### src/rtl/fifo_sync_param.sv
`default_nettype none
// ============================================================================
//  Module   : fifo_sync_param
//  Purpose  : Parametrised single-clock FIFO with occupancy count,
//             almost-full/almost-empty thresholds and overflow/underflow pulses.
//  Options  : define FIFO_FWFT_EN for first-word fall-through read data.
//  Revision : 1.0  initial release
// ============================================================================
module fifo_sync_param #(
  parameter int DATA_W   = 8,
  parameter int ADDR_W   = 3,
  parameter int AF_LEVEL = 6,
  parameter int AE_LEVEL = 1
) (
  input  logic              clk,
  input  logic              reset,
  input  logic              sclr,
  input  logic              wren,
  input  logic              rden,
  input  logic [DATA_W-1:0] din,
  output logic [DATA_W-1:0] dout,
  output logic              full,
  output logic              empty,
  output logic              almost_full,
  output logic              almost_empty,
  output logic [ADDR_W:0]   count,
  output logic              overflow,
  output logic              underflow
);

  localparam int             c_DEPTH = 1 << ADDR_W;
  localparam logic [ADDR_W:0] c_AF   = (ADDR_W+1)'(AF_LEVEL);
  localparam logic [ADDR_W:0] c_AE   = (ADDR_W+1)'(AE_LEVEL);

  logic [DATA_W-1:0] r_mem [c_DEPTH];
  logic [ADDR_W:0]   r_wptr;
  logic [ADDR_W:0]   r_rptr;
  logic [ADDR_W:0]   r_count;
  logic              r_overflow;
  logic              r_underflow;

  logic              w_full;
  logic              w_empty;
  logic              w_wr_ok;
  logic              w_rd_ok;

  // The extra pointer bit distinguishes a full ring from an empty one.
  assign w_full  = (r_wptr[ADDR_W] != r_rptr[ADDR_W]) &&
                   (r_wptr[ADDR_W-1:0] == r_rptr[ADDR_W-1:0]);
  assign w_empty = (r_wptr == r_rptr);
  assign w_wr_ok = wren && !w_full;
  assign w_rd_ok = rden && !w_empty;

  always_ff @(posedge clk) begin
    if (reset || sclr) begin
      r_wptr      <= '0;
      r_rptr      <= '0;
      r_count     <= '0;
      r_overflow  <= 1'b0;
      r_underflow <= 1'b0;
    end else begin
      r_overflow  <= wren && w_full;
      r_underflow <= rden && w_empty;
      if (w_wr_ok) r_wptr <= r_wptr + 1'b1;
      if (w_rd_ok) r_rptr <= r_rptr + 1'b1;
      case ({w_wr_ok, w_rd_ok})
        2'b10:   r_count <= r_count + 1'b1;
        2'b01:   r_count <= r_count - 1'b1;
        default: r_count <= r_count;
      endcase
    end
  end

  // Storage has no reset so it maps onto plain flops or distributed RAM.
  always_ff @(posedge clk) begin
    if (!reset && !sclr && w_wr_ok)
      r_mem[r_wptr[ADDR_W-1:0]] <= din;
  end

`ifdef FIFO_FWFT_EN
  assign dout = r_mem[r_rptr[ADDR_W-1:0]];
`else
  logic [DATA_W-1:0] r_dout;

  always_ff @(posedge clk) begin
    if (reset)
      r_dout <= '0;
    else if (!sclr && w_rd_ok)
      r_dout <= r_mem[r_rptr[ADDR_W-1:0]];
  end

  assign dout = r_dout;
`endif

  assign full         = w_full;
  assign empty        = w_empty;
  assign count        = r_count;
  assign almost_full  = (r_count >= c_AF);
  assign almost_empty = (r_count <= c_AE);
  assign overflow     = r_overflow;
  assign underflow    = r_underflow;

endmodule
`default_nettype wire

### config.mk
export PLATFORM = sky130hd
export DESIGN_NAME = fifo_sync_param
export DESIGN_NICKNAME = d
export VERILOG_FILES = /design/src/rtl/fifo_sync_param.sv
export SDC_FILE = /design/constraint.sdc
export NUM_CORES = 1
export LEC_CHECK = 0
export BUFFER_PORTS_ARGS = -buffer_cell sky130_fd_sc_hd__buf_2
export CAP_MARGIN = 20
export CORE_ASPECT_RATIO = 1.4
export CORE_MARGIN = 2
export CORE_UTILIZATION = 30
export DETAILED_ROUTE_END_ITERATION = 7
export PLACE_DENSITY = 0.45
export SYNTH_ARGS = -nofsm -noshare
export SYNTH_HDL_FRONTEND = slang
export SYNTH_SLANG_ARGS = --single-unit
### constraint.sdc
create_clock -name clk -period 2.42 [get_ports clk]
set_input_delay 0.484 -clock clk [delete_from_list [all_inputs] [get_ports clk]]
set_output_delay 0.484 -clock clk [all_outputs]
set_load 0.01 [all_outputs]
==> results of run 1 <==
[what timing repair did]
item | in CTS | in global routing
setup buffers | 0 | 0
resized for setup | 0 | 1
setup endpoints to repair | 0 | 1
hold buffers | 0 | 0
[metrics by stage]
stage,hold WS (ps),setup WS [ps],utilization
5_1_grt,420.3,19.03,0.3676
3_5_place_dp,494.1,177.8,0.3396
2_1_floorplan,494.2,50.49,-
3_3_place_gp,489.2,216.1,0.3396
6_report,424.8,203.2,0.3676
4_1_cts,416.1,163.7,0.3669
[final timing paths]
path,startpoint,end
min reg2reg,dout[7]$_SDFFE_PP0P_,dout[7]$_SDFFE_PP0P_
max reg2reg,r_wptr[0]$_SDFFE_PP0P_,count[3]$_SDFFE_PP0P_
min,din[0],r_mem[1][0]$_DFFE_PP_
max,r_wptr[0]$_SDFFE_PP0P_,count[3]$_SDFFE_PP0P_
[flip-flops by register name, summed over array words and instances, names as in the netlist]
signal and cells:
dout 8, count 4, overflow 1, r_rptr 4, r_mem 64, r_wptr 4, underflow 1
[area by class of cell]
class,instances,area share
inverter,6,0.005236
tap,147,0.04276
clock inverter,7,0.02211
sequential,86,0.5492
clock buffer,9,0.05236
multi-input combinational,119,0.2568
timing repair buffer,51,0.07155
[cells by family after synthesis]
family / after synthesis
multiplexers: 25
buffers and inverters: 17
adder cells (fa/ha/maj): 7
AO/OA/AOI/OAI: 26
AND/OR/NAND/NOR: 52
XOR/XNOR: 9
flip-flops: 86
[power by group through the flow]
stage / Clock, mW / Sequential [mW] / Combinational (mW)
2_1_floorplan: 0 / 1.64 / 0.0675
5_1_grt: 1.57 / 1.61 / 0.147
4_1_cts: 1.51 / 1.61 / 0.133
3_3_place_gp: 0 / 1.64 / 0.130
3_5_place_dp: 0 / 1.64 / 0.132
6_report: 1.47 / 1.61 / 0.131
[placed cells by master (no fill, tap or decap), types with 2 or more instances in the layout]
cell and instances:
a211oi_1 9, a21oi_1 7, a41oi_2 2, buf_2 30, buf_4 21, bufinv_16 2
clkbuf_16 9, dfxtp_1 22, edfxtp_1 64, ha_1 7, inv_1 5, inv_6 2
mux2i_1 9, mux4_1 7, mux4_2 9, nand2_1 6, nand2b_1 3, nand3_1 5
nor2_1 21, nor3_1 2, o21ai_0 7, or3_1 5, xnor2_1 4, xnor2_2 2
xor2_1 3
[worst reg2reg max path, delay by kind of cell, from the launching register on]
kind	cells	cell delay, ps
XOR/XNOR	2	310
AND/OR/NAND/NOR	2	630
buffers and inverters	1	150
flip-flops	1	460
adder cells (fa/ha/maj)	1	170
AO/OA/AOI/OAI	2	390
[routing by layer]
metal,routed length (um),track usage
met1,3227,0.1529
met2,3659,0.1989
met3,232,0.03075
met4,140,0.05714
met5,0,0
==> results.ini, run 1 <==
[run_status]
status=finished clean

[place]
dpl_cell_area_sq_um=3974
port_buffers=30
place.gp.congestion=0.7088
placedCellCount=409
dpl.hpwl_um=4828

[grt]
grt_max_degree=20
grt_pass1_wl_um=11090
antenna_found_initial=0
grt_usage=0.1231
grt_overflow_total=0
grt_pass1_vias=1970

[final_layout]
diodes=0
multi_input_area_sq_um=1105
layout-drive-gt1-share=0.3022
regArea_sq_um=2362
layout.cell_area.non_filler_sq_um=4302
nFillCells=1121
final_cells=425
finish.net_count=293
area_delta_synth_final_pct=21.18

[min_path]
min_path_type=input port to flop
worst_hold_path.num_cells=1

[yosys]
synth.avg_cell_area_sq_um=15.99
synthAdderAreaFrac=0.02467
synth_top_area_share=0.5414
synth_top_family_by_area=multiplexers
synth_compound_area_frac=0.05041
synth-xor-area-share=0.02432
yosys-top-cells-area=edfxtp_1 54%, dfxtp_1 12%, mux4_2 5.7%, mux4_1 5.2%, mux2i_1 2.5%
synth_top_cell_by_area=edfxtp_1
yosysUniqueCellTypes=36
synthFlopType=edfxtp_1
synth_nets=242
synthMuxAreaShare=0.1343
ys_ff_latch=86
syn_inst=222
syn_area_sq_um=3550
yosys_warnings=0
synthArstFlopShare=0
yosys.area_share.simple=0.07543
yosysMostFrequentCell=edfxtp_1
synth_common_cells=64 x edfxtp_1, 22 x dfxtp_1, 21 x nor2_1
synth-edff-count=64
seq_area_frac_synth=0.6655

[pwr]
switching_share=0.2032
p_seq_frac=0.501
clkPwrFrac=0.459
p_total_mw=3.210
ir_worst_vdd_v=0.0003212
intPower_mw=2.558
p_switching_uw=652.2
p_leak_nw=1.489
powerDensity_nw_per_um2=746.2
p_comb_frac=0.041

[timing]
rsz0062_at_grt=false
worst_pin_slew_ps=700.0
skew_ps=7.648
tns_ps=0
post-route-period-util=0.9160
setup_viol=0
timing.final.hold_violations=0
min_period_ps=2217
slew_headroom=0.5333
max_freq_ghz=0.4511
slew_viol_final=0

[worst_setup_path]
crit_required_ps=2650
startpoint_type=flop
critPathSlowestCell=or4b_2
cp.arrival_ps=2450
ff2ff_setup_slack_ps=200
reg2regPathDepth=8
worstSetupEndpointType=flop
critPathMaxStageDelay_ps=580
crit_path_cell_trace=xnor2_2 > a41oi_2 > inv_2 > ha_1 > or4b_2 > a21oi_1 > xnor2_1 > nor2_1
cp_top_family=simple AND/OR/NAND/NOR gates
path_depth=8
worstSetupPathType=flop to flop
path_buf_inv=1
path_max_fanout=8

[floorplan]
num_rows=47
core_area_sq_um=11700
dieArea_sq_um=12730
die_w_um=95.93
die_y_um=132.7
initial_utilization=0.3033
ioPinCount=31

[clocking]
cts_buffers=9
clk_pin_slew_ps=60
clock_latency_ps=340
cts_max_level=3
cts_buffer_depth=2
cts_tree=built
cts-root-buf=clkbuf_16
numClockSinks=86

[run]
drv_cap=0

[routing]
vias=1967
drt_iter0_drc=70
ant_nets=0
wl_per_cell_um=17.08
first_pass_iters=4
viasPerCell=4.628
routed_wl_um=7259
drc=0

No activity file was read; power rests on OpenSTA's default activity.
==> run 2, diff against run 1 <==
Settings changed: ABC_AREA set to 1, CELL_PAD_IN_SITES_DETAIL_PLACEMENT set to 1, CELL_PAD_IN_SITES_GLOBAL_PLACEMENT set to 1, PLACE_DENSITY 0.45 to 0.55.
==> results.ini, run 2 <==
[timing]
min_period_ps=2113
slew_headroom=0.7407
timing.final.hold_violations=0
max_freq_ghz=0.4733
setup_viol=0
post-route-period-util=0.8730
skew_ps=9.116
rsz0062_at_grt=false
slew_viol_final=0
tns_ps=0
timing.hold.ws_ps=424.4
worst_pin_slew_ps=389.0

[yosys]
seq_area_frac_synth=0.6112
synthFlopType=edfxtp_1
synth_common_cells=117 x nand2_1, 64 x edfxtp_1, 57 x nand3_1, 35 x nor2_1, 24 x inv_1
synth_nets=414
synthArstFlopShare=0
syn_inst=394
synth_top_area_share=0.4972
yosysMostFrequentCell=nand2_1
yosys_warnings=0
syn_area_sq_um=3865
yosys-top-cells-area=edfxtp_1 50%, dfxtp_1 11%, nand2_1 11%, nand3_1 7.4%, nor2_1 3.4%
synth_top_cell_by_area=edfxtp_1
synth.avg_cell_area_sq_um=9.810
ys_ff_latch=86
synth-edff-count=64
yosysUniqueCellTypes=28

[routing]
ant_nets=0
wl_per_cell_um=15.71
vias=2728
drt_iter0_drc=74
viasPerCell=4.570
first_pass_iters=4
drc=0
routed_wl_um=9379

[final_layout]
area_delta_synth_final_pct=17.35
layout.cell_area.non_filler_sq_um=4536
layout_common_cells=117 x nand2_1, 64 x edfxtp_1, 57 x nand3_1
multi_input_area_sq_um=1259
diodes=0
nFillCells=1454
regArea_sq_um=2365
layout-drive-gt1-share=0.2117
largest_reg_flops=64
final_common_cell=nand2_1
finish.net_count=459

[min_path]
min_path_type=input port to flop

[worst_setup_path]
worstSetupPathType=flop to flop
worstSetupEndpointType=flop
crit_required_ps=2650
cp.arrival_ps=2350
path_max_fanout=7
startpoint_type=flop

[place]
place.gp.congestion=0.7726
dpl.hpwl_um=6313
dpl_cell_area_sq_um=4235
port_buffers=30

[floorplan]
ioPinCount=31
die_w_um=99.93
initial_utilization=0.3045
num_rows=49
dieArea_sq_um=13820
die_y_um=138.3
core_area_sq_um=12690

[grt]
grt_usage=0.1450
grt_max_degree=34
antenna_found_initial=0
grt_pass1_vias=2960
grt_pass1_wl_um=15110
grt_overflow_total=0

[clocking]
clk_pin_slew_ps=70
cts_max_level=3
cts.hold.buffers_added=0
cts_buffers=9
numClockSinks=86
clock_latency_ps=340
cts-root-buf=clkbuf_16
cts_setup_buffers=0
cts_tree=built
cts_buffer_depth=2

[pwr]
p_leak_nw=1.834
clkPwrFrac=0.434
intPower_mw=2.471
switching_share=0.2310
p_comb_frac=0.063
ir_worst_vdd_v=0.0002933
powerDensity_nw_per_um2=708.4
p_switching_uw=742.0
p_seq_frac=0.502

[run]
drv_cap=0

[run_status]
status=finished clean

run 2: cell count changes after synthesis, sizes merged, moves of 6 or more:
cell    change
nand2     +118
buf         +8
mux4       -16
a211oi      -9
inv        +24
or3         -6
xnor2       -6
nand3      +53
mux2i       -9
nor2       +24
run 2: cell type report:
cell class	count	area share
multi-input combinational	261	0.2775
clock inverter	7	0.01600
inverter	31	0.02703
sequential	86	0.5214
tap	153	0.04221
timing repair buffer	50	0.06621
clock buffer	9	0.04966
run 2: power by group through the flow:
stage | Clock, mW | Sequential, mW | Combinational [mW]
after CTS | 1.44 | 1.61 | 0.208
after global placement | 0 | 1.65 | 0.202
final | 1.40 | 1.61 | 0.203
after global routing | 1.51 | 1.62 | 0.231
after floorplan | 0 | 1.65 | 0.131
after detailed placement | 0 | 1.65 | 0.207
run 2: path summary, 6_finish.rpt:
kind,depth (start not counted),from,slack (ps),to
setup / recovery,13,r_rptr[0]$_SDFFE_PP0P_,310,count[3]$_SDFFE_PP0P_
hold / removal,1,din[6],420,r_mem[0][6]$_DFFE_PP_
setup reg to reg,13,r_rptr[0]$_SDFFE_PP0P_,310,count[3]$_SDFFE_PP0P_
hold reg to reg,2,r_wptr[3]$_SDFFE_PP0P_,490,r_wptr[3]$_SDFFE_PP0P_
run 2: cells by family after synthesis:
kind of cell               after synthesis  synth area share
and+or+nand+nor                        233            0.2710
DFF                                     86            0.6112
buffers and inverters                   47           0.06312
AOI/OAI and AO/OA                       16           0.02072
adders and majority gates                7           0.02266
xor gates and xnor gates                 5           0.01133
run 2: stage by stage:
stage / worst slack (ps) / total power [mW] / util / instances
CTS: 228.0 / 3.265 / 0.3572 / 597
global route: 41.13 / 3.353 / 0.3574 / 597
floorplan: 489.0 / 1.778 / - / 394
finish: 307.3 / 3.213 / 0.3574 / 597
global placement: 288.4 / 1.848 / 0.3337 / 581
detailed placement: 233.4 / 1.854 / 0.3337 / 581
run 2: repair_timing:
item                                    in CTS  in global routing
hold endpoints to repair                     0                  0
resized for setup                            0                  2
endpoints found under the setup margin       0                  1
run 2: metal layers:
metal  GRT usage  wire [um]  vias up
li1            -          -     1387
met1      0.1667       3996     1297
met2      0.2614       5030       31
met3     0.02882        197       13
met4     0.05552        155        0
met5           0          0        -
run 2: critical path, cell delays in order (launching register included):
cell	delay [ps]
dfxtp_1	470
inv_4	40
nand2_1	70
nand2_2	70
nor2_4	120
nand2_4	90
nand2_1	140
inv_1	90
ha_1	360
nor2_1	130
nand4_1	70
and2_1	150
o21ai_0	140
a21oi_1	50
